**src/rtl/pbit_pkg.sv**
```systemverilog
// pbit_pkg: shared state type and constants for the p-bit network sampler
// and its LFSR.
package pbit_pkg;

    typedef enum logic [1:0] {
        IDLE,
        BURN,
        SAMPLE,
        DONE
    } pbit_state_t;

    // Galois taps for x^32 + x^22 + x^2 + x + 1 (right-shifting form)
    localparam logic [31:0] LFSR_POLY = 32'h80200003;

    localparam int unsigned COUNT_W = 16;
    localparam int unsigned BETA_W  = 4;

    // Bit positions inside each 2-bit {en,val} clamp field
    localparam int unsigned CLAMP_EN  = 1;
    localparam int unsigned CLAMP_VAL = 0;

endpackage

```
**src/rtl/pbit_lfsr32.sv**
```systemverilog
// pbit_lfsr32: 32-bit Galois LFSR with enable. A zero seed is replaced by 1
// so the register can never lock up. Exposes the low OUT_W bits.
module pbit_lfsr32
    import pbit_pkg::*;
#(
    parameter logic [31:0] SEED  = 32'h45bc3a97,
    parameter int unsigned OUT_W = 8
) (
    input  logic             clk,
    input  logic             rst_n,
    input  logic             en,
    output logic [OUT_W-1:0] rnd
);

    localparam logic [31:0] SEED_EFF = (SEED == 32'd0) ? 32'd1 : SEED;

    logic [31:0] state;

    // Shift right one step per enabled cycle, folding the taps in on a 1 out
    always_ff @(posedge clk or negedge rst_n) begin
        if (!rst_n) begin
            state <= SEED_EFF;
        end else if (en) begin
            state <= {1'b0, state[31:1]} ^ (state[0] ? LFSR_POLY : 32'd0);
        end
    end

    assign rnd = state[OUT_W-1:0];

endmodule

```
**src/rtl/pbit_network_sampler.sv**
```systemverilog
// pbit_network_sampler: invertible p-bit Ising network with round-robin
// single-node updates, burn-in sweeps and per-bit "ones" counting.
// Optional macro PBIT_ANNEAL_EN ramps beta during burn-in.
module pbit_network_sampler
    import pbit_pkg::*;
#(
    parameter int unsigned N_PBITS          = 3,
    parameter int unsigned WEIGHT_PRECISION = 6,
    parameter logic [N_PBITS*N_PBITS*WEIGHT_PRECISION-1:0] J_FLAT = '0,
    parameter logic [N_PBITS*WEIGHT_PRECISION-1:0]         H_FLAT = '0,
    parameter int unsigned RAND_W           = 8,
    parameter logic [31:0] SEED             = 32'h45bc3a97,
    parameter int unsigned ANNEAL_STEP      = 4
) (
    input  logic                         clk,
    input  logic                         reset,
    input  logic                         start,
    input  logic [BETA_W-1:0]            i0,
    input  logic [COUNT_W-1:0]           burn_sweeps,
    input  logic [COUNT_W-1:0]           n_samples,
    input  logic [2*N_PBITS-1:0]         clamp,
    output logic                         busy,
    output logic                         done,
    output logic [N_PBITS-1:0]           p_bits,
    output logic [COUNT_W*N_PBITS-1:0]   counts
);

    localparam int unsigned PTR_W   = $clog2(N_PBITS);
    localparam int unsigned FIELD_W = WEIGHT_PRECISION + $clog2(N_PBITS) + 1;
    localparam logic [PTR_W-1:0] PTR_LAST = PTR_W'(N_PBITS - 1);
    localparam int SAT_HI = (1 << (RAND_W - 1)) - 1;
    localparam int SAT_LO = -(1 << (RAND_W - 1));

    if (N_PBITS < 2 || N_PBITS > 16 || ANNEAL_STEP < 1) begin : g_param_check
        $error("pbit_network_sampler: N_PBITS or ANNEAL_STEP out of range");
    end

    pbit_state_t state, state_nxt;

    logic [PTR_W-1:0]                ptr;
    logic [COUNT_W-1:0]              sweep_cnt, burn_lat, samp_lat;
    logic [BETA_W-1:0]               beta_lat, beta_eff;
    logic [RAND_W-1:0]               rnd;
    logic                            start_ok, sweep_end, phase_last;
    logic [N_PBITS-1:0]              cl_en, cl_val, p_nxt;
    logic signed [WEIGHT_PRECISION-1:0] w;
    logic signed [FIELD_W-1:0]       field;
    int                              prod;
    logic signed [RAND_W-1:0]        ie, r;
    logic                            new_bit;

    assign start_ok   = start && (state == IDLE || state == DONE);
    assign sweep_end  = busy && (ptr == PTR_LAST);
    assign phase_last = (state == BURN) ? (sweep_cnt == burn_lat - 16'd1)
                                        : (sweep_cnt == samp_lat - 16'd1);

    pbit_lfsr32 #(
        .SEED  (SEED),
        .OUT_W (RAND_W)
    ) u_lfsr (
        .clk   (clk),
        .rst_n (reset),
        .en    (busy),
        .rnd   (rnd)
    );

`ifdef PBIT_ANNEAL_EN
    logic [BETA_W-1:0]  anneal_beta;
    logic [COUNT_W-1:0] step_cnt;

    // Burn-in beta ramp: starts at 1, +1 every ANNEAL_STEP sweeps, capped at i0
    always_ff @(posedge clk or negedge reset) begin
        if (!reset) begin
            anneal_beta <= '0;
            step_cnt    <= '0;
        end else if (start_ok) begin
            anneal_beta <= (i0 != '0) ? BETA_W'(1) : '0;
            step_cnt    <= '0;
        end else if (state == BURN && sweep_end) begin
            if (step_cnt == COUNT_W'(ANNEAL_STEP - 1)) begin
                step_cnt <= '0;
                if (anneal_beta < beta_lat) anneal_beta <= anneal_beta + 1'b1;
            end else begin
                step_cnt <= step_cnt + 1'b1;
            end
        end
    end

    assign beta_eff = (state == BURN) ? anneal_beta : beta_lat;
`else
    assign beta_eff = beta_lat;
`endif

    // Split the packed {en,val} clamp pairs into per-bit vectors
    always_comb begin
        cl_en  = '0;
        cl_val = '0;
        for (int unsigned k = 0; k < N_PBITS; k++) begin
            cl_en[k]  = clamp[2*k + CLAMP_EN];
            cl_val[k] = clamp[2*k + CLAMP_VAL];
        end
    end

    // Local field of the selected node, scaled by beta, saturated and compared
    always_comb begin
        w     = H_FLAT[32'(ptr)*WEIGHT_PRECISION +: WEIGHT_PRECISION];
        field = FIELD_W'(w);
        for (int unsigned j = 0; j < N_PBITS; j++) begin
            if (j != 32'(ptr)) begin
                w     = J_FLAT[(32'(ptr)*N_PBITS + j)*WEIGHT_PRECISION +: WEIGHT_PRECISION];
                field = p_bits[j] ? field + FIELD_W'(w) : field - FIELD_W'(w);
            end
        end
        prod = int'(field) * int'({1'b0, beta_eff});
        if (prod > SAT_HI)      ie = RAND_W'(SAT_HI);
        else if (prod < SAT_LO) ie = RAND_W'(SAT_LO);
        else                    ie = RAND_W'(prod);
        r       = rnd;
        new_bit = (ie > r);
    end

    // Spin vector after this cycle's single-node update
    always_comb begin
        p_nxt      = p_bits;
        p_nxt[ptr] = cl_en[ptr] ? cl_val[ptr] : new_bit;
    end

    // FSM state register
    always_ff @(posedge clk or negedge reset) begin
        if (!reset) state <= IDLE;
        else        state <= state_nxt;
    end

    // FSM next-state: phases advance on the update edge of the last node
    always_comb begin
        state_nxt = state;
        case (state)
            IDLE, DONE: begin
                if (start) begin
                    if (burn_sweeps != '0)    state_nxt = BURN;
                    else if (n_samples != '0) state_nxt = SAMPLE;
                    else                      state_nxt = DONE;
                end
            end
            BURN: begin
                if (sweep_end && phase_last) state_nxt = (samp_lat != '0) ? SAMPLE : DONE;
            end
            SAMPLE: begin
                if (sweep_end && phase_last) state_nxt = DONE;
            end
            default: state_nxt = IDLE;
        endcase
    end

    // FSM outputs
    always_comb begin
        busy = (state == BURN) || (state == SAMPLE);
        done = (state == DONE);
    end

    // Datapath: run latching, node pointer, sweep counting, spins and counts
    always_ff @(posedge clk or negedge reset) begin
        if (!reset) begin
            ptr       <= '0;
            sweep_cnt <= '0;
            burn_lat  <= '0;
            samp_lat  <= '0;
            beta_lat  <= '0;
            p_bits    <= '0;
            counts    <= '0;
        end else if (start_ok) begin
            ptr       <= '0;
            sweep_cnt <= '0;
            burn_lat  <= burn_sweeps;
            samp_lat  <= n_samples;
            beta_lat  <= i0;
            p_bits    <= (p_bits & ~cl_en) | (cl_val & cl_en);
            counts    <= '0;
        end else if (busy) begin
            p_bits <= p_nxt;
            if (ptr == PTR_LAST) begin
                ptr       <= '0;
                sweep_cnt <= phase_last ? '0 : sweep_cnt + 1'b1;
                if (state == SAMPLE) begin
                    for (int unsigned k = 0; k < N_PBITS; k++) begin
                        counts[k*COUNT_W +: COUNT_W] <=
                            counts[k*COUNT_W +: COUNT_W] + COUNT_W'(p_nxt[k]);
                    end
                end
            end else begin
                ptr <= ptr + 1'b1;
            end
        end
    end

endmodule

```
**config.mk**
```make
export PLATFORM = sky130hd
export DESIGN_NAME = pbit_network_sampler
export DESIGN_NICKNAME = d
export VERILOG_FILES = /design/src/rtl/pbit_pkg.sv /design/src/rtl/pbit_lfsr32.sv /design/src/rtl/pbit_network_sampler.sv
export SDC_FILE = /design/constraint.sdc
export NUM_CORES = 1
export LEC_CHECK = 0
export CELL_PAD_IN_SITES_DETAIL_PLACEMENT = 0
export CELL_PAD_IN_SITES_GLOBAL_PLACEMENT = 1
export CORE_UTILIZATION = 46
export CTS_BUF_LIST = sky130_fd_sc_hd__clkbuf_16
export CTS_CLUSTER_DIAMETER = 120
export DETAILED_ROUTE_END_ITERATION = 7
export PLACE_DENSITY_LB_ADDON = 0.1
export SKIP_LAST_GASP = 1
export SLEW_MARGIN = 30
export SYNTH_ARGS = -nofsm -noshare
export SYNTH_HDL_FRONTEND = slang
export SYNTH_SLANG_ARGS = --single-unit
```
**constraint.sdc**
```tcl
create_clock -name clk -period 4.7 [get_ports clk]
set_input_delay 0.94 -clock clk [delete_from_list [all_inputs] [get_ports clk]]
set_output_delay 0.94 -clock clk [all_outputs]
set_load 0.05 [all_outputs]
```
==> results of run 1 <==
-- Yosys cell counts (3+ instances only) --
library cell,instances,area share
nand2_1,158,0.083
dfrtp_1,118,0.41
nor2_1,65,0.034
xor2_1,40,0.049
mux2_2,31,0.049
xnor2_1,31,0.038
nand3_1,25,0.017
clkbuf_1,24,0.013
mux2i_1,22,0.031
o21ai_0,20,0.014
a21oi_1,17,0.012
and3_1,17,0.015
dfstp_2,17,0.062
nor3_1,15,0.010
nand4_1,14,0.012
or3_1,13,0.011
ha_1,12,0.021
nor4_1,12,0.010
inv_1,11,0.0058
nor3_2,10,0.014
nor2b_1,6,0.0052
nor3b_1,4,0.0042
a2111oi_0,3,0.0037
and4b_1,3,0.0042
buf_4,3,0.0031
o31ai_1,3,0.0031
or3b_1,3,0.0037
-- logic make-up after synthesis --
| group | after synthesis | share of synthesized area |
|---|---|---|
| AOI/OAI and AO/OA | 68 | 0.06206 |
| and+or+nand+nor | 364 | 0.2510 |
| DFF | 135 | 0.4736 |
| muxes | 54 | 0.08088 |
| xor gates and xnor gates | 71 | 0.08663 |
| adders and majority gates | 12 | 0.02092 |
| buffers and inverters | 42 | 0.02493 |
-- sequential cells by signal, indices dropped and copies added (netlist names), named ones only --
register / flops
burn_lat: 16
counts: 48
ptr: 2
samp_lat: 16
state: 2
sweep_cnt: 16
u_lfsr.state: 32
-- worst min path at each step --
stage          slack [ns]  cells after the start               to
2_1_floorplan        0.45                      2     burn_lat[15]
3_3_place_gp         0.47                      2  u_lfsr.state[1]
3_5_place_dp         0.47                      2  u_lfsr.state[1]
4_1_cts              0.48                      2  u_lfsr.state[1]
5_1_grt              0.50                      2  u_lfsr.state[1]
6_report             0.47                      2  u_lfsr.state[1]
-- layout make-up --
class / count / area [um2]
clock buffer: 17 / 425.4
clock inverter: 15 / 122.6
fill: 1360 / 6362
inverter: 11 / 41.29
multi-input combinational: 569 / 3607
sequential: 135 / 3400
tap: 188 / 235.2
timing repair buffer: 102 / 1008
-- metal layers --
layer | routed length, um | GRT usage | part of all wire | up-vias
li1 | - | - | - | 2755
met4 | 195 | 0.06653 | 0.012 | 0
met2 | 7829 | 0.3478 | 0.49 | 106
met1 | 7448 | 0.2906 | 0.46 | 2747
met3 | 629 | 0.04471 | 0.039 | 17
met5 | 0 | 0 | 0 | -
-- worst register-to-register path, stage by stage (launching register included) --
cell and delay [ns]:
dfrtp_1 0.41, inv_1 0.10, ha_1 0.72, mux2i_1 0.41, ha_1 0.32, o21ai_1 0.19, xnor2_1 0.16, o31a_1 0.26
nor3_1 0.23, and4_1 0.80, o311ai_1 0.17
-- report_power, final --
group / leakage, nW / switching [mW] / total [mW] / internal [mW]
Clock: 0.265 / 0.530 / 1.22 / 0.685
Sequential: 1.76 / 0.235 / 1.58 / 1.35
Combinational: 1.94 / 1.19 / 1.93 / 0.743
Total: 3.96 / 1.95 / 4.73 / 2.78
==> flow_metrics.env, run 1 <==
export IMPL_max_freq_ghz=0.2550
export IMPL_grt_max_degree=76
export IMPL_syn_avg_cell_area_um2=9.622
export IMPL_syn_num_nets=803
export IMPL_drv_cap=0
export IMPL_critPathArrivalTime_ns=4.18
export IMPL_outcome="complete, no violations"
export IMPL_slew_viol_final=0
export IMPL_die_w_um=126.9
export IMPL_slowest_delay_ns=0.80
export IMPL_fin_area_um2=8840
export IMPL_holdWs_ns=0.4750
export IMPL_io_pins=98
export IMPL_antenna_found_initial=0
export IMPL_place_area_um2=8292
export IMPL_syn_area_um2=7178
export IMPL_cp_max_fo=22
export IMPL_start_util=0.4722
export IMPL_finalWorstSetupSlack_ns=0.7783
export IMPL_drive_gt1_frac=0.1260
export IMPL_die_h_um=126.9
export IMPL_final_setup_tns_ns=0
export IMPL_final_core_util=0.5815
export IMPL_clk_path_buf_depth=2
export IMPL_cts_resized=0
export IMPL_finalNonFillerCells=1037
export IMPL_worstReg2RegEnd="state[0]"
export IMPL_cts_tree="built"
export IMPL_critical_path_slowest_cell="and4_1"
export IMPL_num_vias=5625
export IMPL_numPortBuffers=93
export IMPL_ant_nets=0
export IMPL_crit_buf_inv=1
export IMPL_ys_warn_count=0
export IMPL_reg2reg_setup_slack_ns=0.78
export IMPL_grt_pass1_vias=5567
export IMPL_antennaDiodeCount=0
export IMPL_postCtsSetupBuffers=0
export IMPL_post_route_min_period_ns=3.922
export IMPL_hold_viol_final=0
export IMPL_ctsHoldBuffers=0
export IMPL_globalRouteOverflowTotal=0
export IMPL_clk_pin_slew_ns=0.06
export IMPL_setup_viol=0
export IMPL_grt_usage=0.2151
export IMPL_hp_class="reg -> reg"
export IMPL_area_growth_pct=23.15
export IMPL_clock_root_buffer="clkbuf_16"
export IMPL_critPathCaptureType="flop"
export IMPL_r2r_cells=10
export IMPL_p_leak_nw=3.962
export IMPL_drt_initial_drc_count=324
export IMPL_cp_endpoint="state[0]"
export IMPL_layout_nets=893
export IMPL_cp_top_family="adder cells"
export IMPL_clock_skew_ns=0.008200
export IMPL_peakVddDrop_mv=0.4322
export IMPL_cts_buffers=17
export IMPL_synth_ff_type="dfrtp_1"
export IMPL_ys_types=62
export IMPL_total_power_mw=4.726
export IMPL_synth_edf_count=0
export IMPL_dp_hpwl_um=11570
export IMPL_reg2reg_from="state[1]"
export IMPL_dpl_worst_slack_ns=0.7916
export IMPL_cts_sinks=135
export IMPL_async_flop_share=1.000
export IMPL_syn_instance_count=746
export IMPL_drt_wirelength_per_cell_um=15.53
export IMPL_firstDrtPassIters=5
export IMPL_crit_path_start_kind="flop"
export IMPL_dieArea_um2=16110
export IMPL_grt_first_pass_wirelength_um=27300
export IMPL_place_congestion=0.8741
export IMPL_synth_seq_cells=135
export IMPL_rsz0062_at_grt="false"
export IMPL_final_cell_mix="158 x nand2_1, 118 x dfrtp_1, 92 x clkdlybuf4s50_1, 65 x nor2_1, 40 x xor2_1"
export IMPL_hold_path_startpoint="u_lfsr.state[1]"
export IMPL_wl_um=16100
export IMPL_worstPathRequired_ns=4.96
export IMPL_relSlewSlack=0.4264
export IMPL_core_area_um2=15200
export IMPL_synth_seq_area_share=0.4736
export IMPL_via_per_inst=5.424
export IMPL_post_place_cells=1005
export IMPL_crit_start="state[1]"
export IMPL_crit_top_cell="ha_1"
export IMPL_finalCritPeriodShare=0.8344
export IMPL_placementRows=45
export IMPL_path_class="reg -> reg"
export IMPL_htreeDepth=4
export IMPL_layout_cells_most_common="nand2_1"
export IMPL_drc=0
export IMPL_pwr_density_cell_nw_per_um2=534.6
export IMPL_clock_latency_ns=0.42
export IMPL_tightest_slew_ns=0.8604
export IMPL_worst_path_stages=10
export IMPL_crit_chain="inv_1 > ha_1 > mux2i_1 > ha_1 > o21ai_1 > xnor2_1 > o31a_1 > nor3_1 > and4_1 > o311ai_1"
Note: power is estimated with default switching activity, not from simulation.
==> run 2: changes to the inputs <==
CORE_UTILIZATION = 43   (was 46)
clock period = 3.7 ns   (was 4.7 ns; I/O delays follow)
==> run 2 against run 1 <==
Against the previous run:
- flip-flop and latch count did not move
- hold slack got worse by 0.17 ns
- highest routed layer unchanged
- routed wire length rose by 3.8%
- maximum frequency rose by 19%
- sequential share of layout area fell by 0.44 points
- register-to-register slack got worse by 0.38 ns
- core utilization fell by 2.7 points
- clock-buffer cell count did not move
- final cell count rose by 3.1%
==> flow_metrics.env, run 2 (synthesized netlist as in run 1, its figures left out) <==
export IMPL_reg2reg_setup_slack_ns=0.39
export IMPL_cts_sinks=135
export IMPL_drc=0
export IMPL_clock_skew_ns=0.01121
export IMPL_critPathArrivalTime_ns=3.57
export IMPL_placementRows=46
export IMPL_switchingPower_mw=2.484
export IMPL_finalWorstSetupSlack_ns=0.3939
export IMPL_worstReg2RegEnd="sweep_cnt[3]"
export IMPL_ant_nets=0
export IMPL_max_freq_ghz=0.3025
export IMPL_cp_endpoint="sweep_cnt[3]"
export IMPL_peakVddDrop_mv=0.4638
export IMPL_area_growth_pct=24.56
export IMPL_finalCritPeriodShare=0.8935
export IMPL_drive_gt1_frac=0.1336
export IMPL_slew_viol_final=0
export IMPL_drt_wirelength_per_cell_um=15.64
export IMPL_relSlewSlack=0.4668
export IMPL_cts_buffers=17
export IMPL_setup_viol=0
export IMPL_fillers=1446
export IMPL_cts_tree="built"
export IMPL_clock_latency_ns=0.42
export IMPL_reg_top3="counts (48), u_lfsr.state (32)"
export IMPL_final_cell_mix="158 x nand2_1, 118 x dfrtp_1, 91 x clkdlybuf4s50_1, 65 x nor2_1, 40 x xor2_1"
export IMPL_p_int_mw=3.649
export IMPL_critPathCaptureType="flop"
export IMPL_numPortBuffers=93
export IMPL_firstDrtPassIters=5
export IMPL_place_congestion=0.8457
export IMPL_drt_initial_drc_count=244
export IMPL_dieArea_um2=17210
export IMPL_grt_max_degree=74
export IMPL_core_area_um2=16120
export IMPL_finalNonFillerCells=1069
export IMPL_dpl_worst_slack_ns=0.1400
export IMPL_grt_pass1_vias=5702
export IMPL_num_vias=5670
export IMPL_clock_root_buffer="clkbuf_16"
export IMPL_layout_cells_most_common="nand2_1"
export IMPL_p_comb_frac=0.403
export IMPL_start_util=0.4454
export IMPL_grt_usage=0.2077
export IMPL_via_per_inst=5.304
export IMPL_clkPwrFrac=0.270
export IMPL_htreeDepth=4
export IMPL_io_pins=98
export IMPL_dp_hpwl_um=12110
export IMPL_globalRouteOverflowTotal=0
export IMPL_hold_viol_final=0
export IMPL_ctsHoldBuffers=0
export IMPL_clk_path_buf_depth=2
export IMPL_outcome="complete, no violations"
export IMPL_r2r_cells=11
export IMPL_regMostFlops="counts"
export IMPL_clk_pin_slew_ns=0.06
export IMPL_pwr_share_seq=0.327
export IMPL_rsz0062_at_grt="false"
export IMPL_swShare=0.4050
export IMPL_slowest_delay_ns=0.43
export IMPL_crit_start="state[1]"
export IMPL_layout_nets=898
export IMPL_crit_chain="inv_1 > ha_2 > mux2i_1 > ha_1 > xor2_1 > nand2_1 > a2111oi_0 > and4b_1 > and4_1 > buf_4 > nor3_1"
export IMPL_post_route_min_period_ns=3.306
export IMPL_die_h_um=131.2
export IMPL_tightest_slew_ns=0.7998
export IMPL_wl_um=16720
export IMPL_antennaDiodeCount=0
export IMPL_pwr_density_cell_nw_per_um2=685.9
export IMPL_post_place_cells=1038
export IMPL_drv_cap=0
export IMPL_fin_area_um2=8941
export IMPL_final_setup_tns_ns=0
export IMPL_worstPathRequired_ns=3.96
export IMPL_hp_class="in -> async"
export IMPL_total_power_mw=6.133
export IMPL_die_w_um=131.2
export IMPL_grt_first_pass_wirelength_um=28460
export IMPL_path_class="reg -> reg"
export IMPL_antenna_found_initial=0
export IMPL_reg2reg_from="state[1]"
export IMPL_critical_path_slowest_cell="ha_2"
export IMPL_place_area_um2=8363
export IMPL_crit_path_start_kind="flop"
export IMPL_largest_reg_flops=48
export IMPL_cp_max_fo=18
export IMPL_p_leak_nw=3.994
-- run 2: cell types whose count changed in the layout (fill, tap and decap cells not counted), sizes merged --
cell           before  now
buf                10   16
clkinv              8    2
clkinvlp            2    5
bufinv              0    2
clkdlybuf4s50      92   91
-- run 2: critical path: cells and delay by family (launching register included) --
family | cells | cell delay [ns]
AO/OA/AOI/OAI | 1 | 0.36
XOR/XNOR | 1 | 0.14
adder cells (fa/ha/maj) | 2 | 0.74
buffers and inverters | 2 | 0.37
flip-flops | 1 | 0.41
multiplexers | 1 | 0.37
AND/OR/NAND/NOR | 4 | 0.76
-- run 2: worst min path at each step --
stage,cells past startpoint,endpoint,from,slack [ns]
after floorplan,0,async pin,reset,0.44
after detailed placement,2,burn_lat[15],burn_lat[15],0.48
final,1,samp_lat[15],reset,0.30
after CTS,1,samp_lat[15],reset,0.32
after global routing,1,samp_lat[15],reset,0.34
after global placement,2,u_lfsr.state[31],u_lfsr.state[31],0.47
-- run 2: layout make-up --
| cell class | count | area [um2] | share of cell area |
|---|---|---|---|
| multi-input combinational | 569 | 3611 | 0.4039 |
| inverter | 11 | 41.29 | 0.004618 |
| timing repair buffer | 107 | 1044 | 0.1167 |
| clock buffer | 17 | 425.4 | 0.04758 |
| sequential | 135 | 3400 | 0.3802 |
| clock inverter | 14 | 150.1 | 0.01679 |
| tap | 216 | 270.3 | 0.03023 |
-- run 2: power groups by stage --
stage / Sequential, mW / Combinational [mW] / Clock, mW
after floorplan: 2.01 / 1.80 / 0
final: 2.00 / 2.47 / 1.66
after global routing: 2.04 / 2.75 / 1.76
after detailed placement: 2.02 / 2.47 / 0
after CTS: 2.00 / 2.50 / 1.70
after global placement: 2.02 / 2.43 / 0
-- run 2: stage by stage --
stage | hold WS [ns] | util
2_1_floorplan | 0.4444 | -
3_3_place_gp | 0.4662 | 0.5189
3_5_place_dp | 0.4800 | 0.5189
4_1_cts | 0.3154 | 0.5547
5_1_grt | 0.3395 | 0.5548
6_report | 0.3033 | 0.5548
-- run 2: metal layers --
| layer | vias up | wire length, um | share of wire | global-route usage |
|---|---|---|---|---|
| li1 | 2762 | - | - | - |
| met1 | 2801 | 7675 | 0.46 | 0.2718 |
| met2 | 97 | 8252 | 0.49 | 0.3392 |
| met3 | 10 | 642 | 0.038 | 0.05440 |
| met4 | 0 | 148 | 0.0089 | 0.05556 |
| met5 | - | 0 | 0 | 0 |
-- run 2: repair_timing --
item / CTS / global route
setup endpoints to repair: 0 / 16
setup buffers: 0 / 0
resized for setup: 0 / 1
==> run 3: changes to the inputs <==
CTS_CLUSTER_DIAMETER = 50   (was 120)
SKIP_CTS_REPAIR_TIMING = 1   (was not set)
==> results of run 3 <==
The final DEF is identical to that of run 2; final timing and power are the same.
